--- config.mk ---
export PLATFORM = sky130hd
export DESIGN_NAME = toa_mult_sequencer_flat
export DESIGN_NICKNAME = d
export VERILOG_FILES = /design/src/rtl/toa_mult_sequencer_if.sv /design/src/rtl/toa_mult_sequencer.sv /design/src/flat_wrapper.sv
export SDC_FILE = /design/constraint.sdc
export NUM_CORES = 1
export LEC_CHECK = 0
export ABC_AREA = 0
export CAP_MARGIN = 10
export CORE_MARGIN = 4
export CORE_UTILIZATION = 40
export DETAILED_ROUTE_END_ITERATION = 8
export GPL_ROUTABILITY_DRIVEN = 0
export GPL_TIMING_DRIVEN = 0
export PLACE_DENSITY = 0.72
export SETUP_SLACK_MARGIN = 0.2
export SYNTH_ARGS = -nofsm -noshare
export SYNTH_HDL_FRONTEND = slang
export SYNTH_SLANG_ARGS = --single-unit
--- constraint.sdc ---
create_clock -name clk -period 2.95 [get_ports clk]
set_input_delay 0.295 -clock clk [delete_from_list [all_inputs] [get_ports clk]]
set_output_delay 0.295 -clock clk [all_outputs]
set_load 0.01 [all_outputs]
--- src/rtl/toa_mult_sequencer_if.sv ---
// toa_mult_sequencer_if: operand/product handshakes plus the shared three-operand adder port.
interface toa_mult_sequencer_if #(
  parameter int WIDTH = 7,
  parameter int ADD_W = 14
);
  logic             in_valid;
  logic             in_ready;
  logic [WIDTH-1:0] in_a;
  logic [WIDTH-1:0] in_b;
  logic             out_valid;
  logic             out_ready;
  logic [ADD_W-1:0] out_prod;
  logic             out_ovf;
  logic [ADD_W-1:0] add_a;
  logic [ADD_W-1:0] add_b;
  logic [ADD_W-1:0] add_c;
  logic             add_cin;
  logic [ADD_W:0]   add_sum;
  logic             add_carry;
  modport master (
    input  in_valid, in_a, in_b, out_ready, add_sum, add_carry,
    output in_ready, out_valid, out_prod, out_ovf, add_a, add_b, add_c, add_cin
  );
  modport slave (
    output in_valid, in_a, in_b, out_ready, add_sum, add_carry,
    input  in_ready, out_valid, out_prod, out_ovf, add_a, add_b, add_c, add_cin
  );
endinterface

--- src/rtl/toa_mult_sequencer.sv ---
// toa_mult_sequencer: sequential WIDTH x WIDTH multiplier driving an external three-operand adder.
// Define TOA_APPROX_TRUNC_EN to zero the low TRUNC_K bits of every partial product (approximate mode).
module toa_mult_sequencer #(
  parameter int WIDTH   = 7,
  parameter int ADD_W   = 14,
  parameter int TRUNC_K = 2
) (
  input logic                   clk,
  input logic                   rst,
  toa_mult_sequencer_if.master  bus
);
  localparam int NP = (WIDTH + 1) / 2;
  localparam int CW = NP > 1 ? $clog2(NP) : 1;
`ifdef TOA_APPROX_TRUNC_EN
  localparam logic [ADD_W-1:0] PP_MASK = ~((ADD_W'(1) << TRUNC_K) - ADD_W'(1));
`else
  localparam logic [ADD_W-1:0] PP_MASK = '1;
`endif
  generate
    if (ADD_W != 2 * WIDTH) begin : g_bad_w
      $error("ADD_W must equal 2*WIDTH");
    end
    if (TRUNC_K < 0 || TRUNC_K > WIDTH - 1) begin : g_bad_k
      $error("TRUNC_K must lie in 0..WIDTH-1");
    end
  endgenerate
  typedef enum logic [1:0] {IDLE, RUN, DONE} state_t;
  state_t           state_q, state_d;
  logic [WIDTH-1:0] a_q, a_d, b_q, b_d;
  logic [ADD_W-1:0] acc_q, acc_d, prod_q, prod_d;
  logic [CW-1:0]    cnt_q, cnt_d;
  logic             ovf_q, ovf_d, oovf_q, oovf_d, valid_q, valid_d;
  logic             run;
  // Shifting b right makes bit j read as 0 once j runs past the operand width.
  function automatic logic [ADD_W-1:0] pp(input logic [WIDTH-1:0] a, input logic [WIDTH-1:0] b,
                                          input logic [CW:0] j);
    logic [WIDTH-1:0] bs;
    bs = b >> j;
    return bs[0] ? (ADD_W'(a) << j) & PP_MASK : '0;
  endfunction
  assign run           = state_q == RUN;
  assign bus.in_ready  = !rst && state_q == IDLE;
  assign bus.add_a     = run ? acc_q : '0;
  assign bus.add_b     = run ? pp(a_q, b_q, {cnt_q, 1'b0}) : '0;
  assign bus.add_c     = run ? pp(a_q, b_q, {cnt_q, 1'b1}) : '0;
  assign bus.add_cin   = 1'b0;
  assign bus.out_valid = valid_q;
  assign bus.out_prod  = prod_q;
  assign bus.out_ovf   = oovf_q;
  always_comb begin
    state_d = state_q;
    a_d     = a_q;
    b_d     = b_q;
    acc_d   = acc_q;
    cnt_d   = cnt_q;
    ovf_d   = ovf_q;
    prod_d  = prod_q;
    oovf_d  = oovf_q;
    valid_d = valid_q;
    unique case (state_q)
      IDLE: if (bus.in_valid && bus.in_ready) begin
        a_d     = bus.in_a;
        b_d     = bus.in_b;
        acc_d   = '0;
        cnt_d   = '0;
        ovf_d   = 1'b0;
        state_d = RUN;
      end
      RUN: begin
        acc_d = bus.add_sum[ADD_W-1:0];
        ovf_d = ovf_q | bus.add_sum[ADD_W] | bus.add_carry;
        cnt_d = CW'(cnt_q + 1'b1);
        if (cnt_q == CW'(NP - 1)) begin
          prod_d  = bus.add_sum[ADD_W-1:0];
          oovf_d  = ovf_d;
          valid_d = 1'b1;
          state_d = DONE;
        end
      end
      DONE: if (bus.out_ready) begin
        valid_d = 1'b0;
        state_d = IDLE;
      end
      default: state_d = IDLE;
    endcase
  end
  always_ff @(posedge clk or posedge rst) begin
    if (rst) begin
      state_q <= IDLE;
      a_q     <= '0;
      b_q     <= '0;
      acc_q   <= '0;
      cnt_q   <= '0;
      ovf_q   <= 1'b0;
      prod_q  <= '0;
      oovf_q  <= 1'b0;
      valid_q <= 1'b0;
    end else begin
      state_q <= state_d;
      a_q     <= a_d;
      b_q     <= b_d;
      acc_q   <= acc_d;
      cnt_q   <= cnt_d;
      ovf_q   <= ovf_d;
      prod_q  <= prod_d;
      oovf_q  <= oovf_d;
      valid_q <= valid_d;
    end
  end
endmodule
--- src/flat_wrapper.sv ---
// flat-port wrapper written by rule: the top's interface ports become plain ports
module toa_mult_sequencer_flat 
#(
  parameter int WIDTH   = 7,
  parameter int ADD_W   = 14,
  parameter int TRUNC_K = 2
)
  (clk, rst, bus_in_valid, bus_in_a, bus_in_b, bus_out_ready, bus_add_sum, bus_add_carry, bus_in_ready, bus_out_valid, bus_out_prod, bus_out_ovf, bus_add_a, bus_add_b, bus_add_c, bus_add_cin);
  toa_mult_sequencer_if #(.WIDTH(WIDTH), .ADD_W(ADD_W)) bus_i ();
  input logic clk;
  input logic rst;
  input wire logic [$bits(bus_i.in_valid)-1:0] bus_in_valid;
  input wire logic [$bits(bus_i.in_a)-1:0] bus_in_a;
  input wire logic [$bits(bus_i.in_b)-1:0] bus_in_b;
  input wire logic [$bits(bus_i.out_ready)-1:0] bus_out_ready;
  input wire logic [$bits(bus_i.add_sum)-1:0] bus_add_sum;
  input wire logic [$bits(bus_i.add_carry)-1:0] bus_add_carry;
  output wire logic [$bits(bus_i.in_ready)-1:0] bus_in_ready;
  output wire logic [$bits(bus_i.out_valid)-1:0] bus_out_valid;
  output wire logic [$bits(bus_i.out_prod)-1:0] bus_out_prod;
  output wire logic [$bits(bus_i.out_ovf)-1:0] bus_out_ovf;
  output wire logic [$bits(bus_i.add_a)-1:0] bus_add_a;
  output wire logic [$bits(bus_i.add_b)-1:0] bus_add_b;
  output wire logic [$bits(bus_i.add_c)-1:0] bus_add_c;
  output wire logic [$bits(bus_i.add_cin)-1:0] bus_add_cin;
  assign bus_i.in_valid = bus_in_valid;
  assign bus_i.in_a = bus_in_a;
  assign bus_i.in_b = bus_in_b;
  assign bus_i.out_ready = bus_out_ready;
  assign bus_i.add_sum = bus_add_sum;
  assign bus_i.add_carry = bus_add_carry;
  assign bus_in_ready = bus_i.in_ready;
  assign bus_out_valid = bus_i.out_valid;
  assign bus_out_prod = bus_i.out_prod;
  assign bus_out_ovf = bus_i.out_ovf;
  assign bus_add_a = bus_i.add_a;
  assign bus_add_b = bus_i.add_b;
  assign bus_add_c = bus_i.add_c;
  assign bus_add_cin = bus_i.add_cin;
  toa_mult_sequencer #(.WIDTH(WIDTH), .ADD_W(ADD_W), .TRUNC_K(TRUNC_K)) u_core (.clk(clk), .rst(rst), .bus(bus_i));
endmodule
* Word level (Yosys, flattened, before mapping)
Index checks and enable logic that the tools add are counted.
Storage, ports and cells: logic and storage cells 51, output and inout bits 60, register bits 49, input port bits 34
Operators by class: $add $sub $neg 1, mux-type cells 18, reductions and logical operators 11, bitwise logic cells 2, eq/ne operators 6, shift operators 4
Operators with widths (count):
- 2-to-1 mux 14 bit | 6
- case mux 14 bit (2 select lines) | 1
- << shifter 7 x 3 -> 14 bit | 2
- right shift 7 x 3 -> 1 bit | 2
- 2-to-1 mux 2 bit | 4
- inequality test 2 bit, second input constant | 3
- case mux 2 bit (3 select lines) | 1
- AND reduction 2 bit | 3
- AND reduction 3 bit | 2
- equality test 2 bit, second input constant | 2
- case mux 1 bit (2 select lines) | 2
- case mux 2 bit (2 select lines) | 1
- nonzero test 2 bit | 2
- 2-to-1 mux 1 bit | 3
- adder 2 x 1 -> 2 bit, second input constant | 1
- equality test 2 x 1 -> 1 bit, second input constant | 1
- logical AND 1 bit | 2
- logical NOT 2 bit | 1
- OR 1 bit | 2
- logical NOT 1 bit | 1

* Logic depth before layout (Yosys ltp)
depth after elaboration 5, gate-level depth with buffers 6

* Least setup slack after synthesis
Ideal clock, no wire load.
path type register to output, from reg u_core.state_q[1], to out bus_add_b[0], arrival 1.340 ns, slack 1.315 ns, path buffers 2, cell stages (with the launch flop) 5, path through dfrtp_1 > buf_4 > or2b_1 > buf_2 > nor4_1
On the way: word-level cells in the longest chain between the ends 2
Ends and longest elaborated chain:
- from (decl) | line toa_mult_sequencer.sv:28 | state_t state_q, state_d;
- from (signal assigned) | line toa_mult_sequencer.sv:99 | state_q <= state_d;
- equality test 2 x 1 -> 1 bit | line toa_mult_sequencer.sv:41 | assign run = state_q == RUN;
- 2-to-1 mux 14 bit | line toa_mult_sequencer.sv:44 | assign bus.add_b = run ? pp(a_q, b_q, {cnt_q, 1'b0}) : '0;
- to (decl) | line flat_wrapper.sv:23 | output wire logic [$bits(bus_i.add_b)-1:0] bus_add_b;
No other way between the ends.

* Final worst setup path
from reg u_core.cnt_q[0], to out bus_add_b[5]
On the way: word-level cells in the longest chain between the ends 3
Ends and longest elaborated chain:
- from (decl) | line toa_mult_sequencer.sv:31 | logic [CW-1:0] cnt_q, cnt_d;
- from (signal assigned) | line toa_mult_sequencer.sv:103 | cnt_q <= cnt_d;
- << shifter 7 x 3 -> 14 bit or right shift 7 x 3 -> 1 bit (tied branches) | line toa_mult_sequencer.sv:39, toa_mult_sequencer.sv:38
- 2-to-1 mux 14 bit * | line toa_mult_sequencer.sv:39 | return bs[0] ? (ADD_W'(a) << j) & PP_MASK : '0;
- 2-to-1 mux 14 bit * | line toa_mult_sequencer.sv:44
Every way passes the cells marked *; elsewhere a longest branch is shown, timed or not.

==> results.toml <==
[run_status]
status = "complete, no violations"

[clock_network]
htreeDepth = 2
clkTransAtPathRegs_ps = 90
clk_latency_ps = 310
clkSinkCount = 49
tritoncts = "done"
clock_path_buffers = 2
cts_hold_buffers = 0
cts_setup_buffers = 0
clockRootBuffer = "clkbuf_8"
cts_made_buffers = 5

[power_and_ir_drop]
pwr-share-clk_pct = 13.5
p_leak_nw = 1.54
p_int_mw = 2.38
switching_share_pct = 36.6
p_comb_share_pct = 54.7
ir_drop_v = 0.000520
p_per_area_nw_per_um2 = 1040
p_seq_share_pct = 31.8
p_sw_mw = 1.37

[setup_path]
crit_buf_inv = 2
arrival_ps = 2310
cp_max_fo = 8
path_depth = 5
reg2reg_from = "u_core.state_q[1]"
required_ps = 2650
path_delay_family = "buffers and inverters"
worstSetupPathType = "register to output port"
path_cells = "buf_2 > mux2_2 > a22oi_1 > nor2_1 > clkdlybuf4s50_1"
end_kind = "output port"
r2r-end = "u_core.b_q[5]"
slowest_stage = "clkdlybuf4s50_1"
ff2ff_setup_slack_ps = 1310
cp-start-kind = "register"
r2r_cells = 4
cpPeakStageDelay_ps = 500

[routing]
vias = 1960
viasPerCell = 4.80
wl_per_cell_um = 15.1
postRouteWirelength_mm = 6.16
drt-pass1-iter-count = 6
route.detailed.drc = 0
drtIter0Drc = 67
ant_nets = 0

[synthesis]
synthCells = 232
synth_flop_cell = "dfrtp_1"
synth-edff-count = 0
yosysTopAreaCell = "dfrtp_1"
yosysMostFrequentCell = "dfrtp_1"
ys_ff_latch = 49
yosysTopAreaCellShare_pct = 49.9
synth_cell_types = 32
ys_seq_area_share_pct = 49.9
netlist_area_um2 = 2460
ys_warn_count = 0
avgSynthCellArea_um2 = 10.6
async_reset_ff_share_pct = 100
synthTopCellsByArea = "dfrtp_1, mux2_2, nand2_1, o21ai_0, and2_1"
ys_top_cells_by_count = "dfrtp_1, mux2_2, nand2_1"

[final_layout]
fin_util_pct = 60.3
stdcell_area_um2 = 3590
areaGrowthSynthToFinish_pct = 46.1
nNetsFinal = 367
drive_above_1_share_pct = 19.5
diodes = 0

[floorplan]
die-area_um2 = 7460
design.core.area_um2 = 5960
die_h_um = 86.4
ioPinCount = 94
start_util_pct = 41.3
die_w_um = 86.4
rows = 28

[sta]
finalHoldViolCount = 0
skew_ps = 6.22
tns_ps = 0
fin_crit_sh_pct = 88.2
maxSlewViolCount = 0
max_freq_mhz = 384
period_minus_slack_ps = 2600
rsz0062_at_grt = "no"
setup_viol = 0

[global_route]
grt_pass1_wl_mm = 9.98
grt_max_degree = 35
antenna_found_initial = 0
grt_pass1_vias = 2026
grt_usage_pct = 17.0
grt_overflow_total = 0

[hold_path]
min_path_type = "input port to asynchronous set/reset pin"

[placed_design]
io_buffers = 88
placed_area_um2 = 3470
dp_hpwl_mm = 4.83

[job]
drv_cap = 0
sequential cells by signal, summed over array words and instances, names as in the netlist:
register and cells:
u_core.a_q 7, u_core.acc_q 14, u_core.b_q 7, u_core.bus.out_ovf 1, u_core.bus.out_prod 14, u_core.bus.out_valid 1, u_core.cnt_q 2, u_core.ovf_q 1
u_core.state_q 2
cell usage in the layout, fill, tap and decap left out, drive strengths merged:
| master | netlist | routed |
|---|---|---|
| nor3b | 1 | 1 |
| nand2 | 35 | 35 |
| clkbuf | 4 | 11 |
| nor2 | 18 | 18 |
| nor3 | 2 | 2 |
| a22oi | 2 | 2 |
| nor4 | 4 | 4 |
| clkdlybuf4s50 | 0 | 88 |
| inv | 4 | 4 |
| mux2i | 6 | 6 |
| a21oi | 3 | 3 |
| clkinvlp | 0 | 1 |
| a2bb2oi | 2 | 2 |
| nor2b | 2 | 2 |
| nand3b | 2 | 2 |
| and3b | 2 | 2 |
| nand2b | 3 | 3 |
| o21ai | 18 | 18 |
| nor4b | 1 | 1 |
| dfrtp | 49 | 49 |
| buf | 16 | 16 |
| and2 | 14 | 14 |
| o31ai | 2 | 2 |
| o21bai | 1 | 1 |
| conb | 1 | 5 |
| and3 | 3 | 3 |
| or2b | 1 | 1 |
| bufinv | 0 | 1 |
| ha | 1 | 1 |
| mux2 | 35 | 35 |
layout make-up:
class | count | area, um^2
inverters | 4 | 15.0
repair buffers | 89 | 901
fillers | 550 | 2360
well taps | 75 | 93.8
plain buffers | 20 | 134
clock inverters | 2 | 37.5
multi-input cells | 163 | 1100
flip-flops and latches | 49 | 1230
clock buffers | 6 | 82.6
power by group through the flow:
stage               registers (mW)  clock network, mW  logic (mW)
detailed placement            1.21                  0        2.06
global placement              1.19                  0        2.02
finish                        1.19              0.506        2.05
CTS                           1.19              0.515        2.07
global route                  1.24              0.540        2.24
floorplan                     1.21                  0        1.15
how the worst max path moves through the flow:
| stage | from | endpoint | slack (ps) |
|---|---|---|---|
| after floorplan | u_core.state_q[1] | bus_add_b[0] | 1320 |
| after global placement | rst | u_core.bus.out_prod[9] | 390 |
| after detailed placement | u_core.state_q[1] | bus_add_a[0] | 690 |
| after CTS | u_core.state_q[1] | bus_add_a[0] | 310 |
| after global routing | u_core.cnt_q[0] | bus_add_b[6] | 230 |
| final | u_core.cnt_q[0] | bus_add_b[5] | 350 |
layer usage:
layer | global-route usage [%] | part of all wire, % | up-vias
met4 | 6.66 | 2.2 | 0
met3 | 4.28 | 5.8 | 13
met5 | 0 | 0 | -
li1 | - | - | 975
met1 | 21.7 | 43 | 923
met2 | 27.5 | 49 | 49
per-stage QoR:
stage / instances / power, mW / setup slack, ps / hold WS, ps
detailed placement: 400 / 3.27 / 686 / 477
global placement: 399 / 3.21 / 387 / 470
CTS: 408 / 3.78 / 308 / 385
finish: 408 / 3.75 / 348 / 381
floorplan: 236 / 2.36 / 1320 / 381
global route: 408 / 4.03 / 225 / 405
what timing repair did:
item                                    in CTS  in global routing
hold endpoints to repair                     0                  0
resized for setup                            0                  3
endpoints found under the setup margin       0                 11
logic make-up after synthesis:
logic type               synth area share [%]
AND/OR/NAND/NOR                          18.5
AO/OA/AOI/OAI                            6.51
adder cells (fa/ha/maj)                 0.509
buffers and inverters                    5.95
multiplexers                             18.5
flip-flops                               49.9
other                                   0.153
Note: power is estimated with default switching activity, not from simulation.
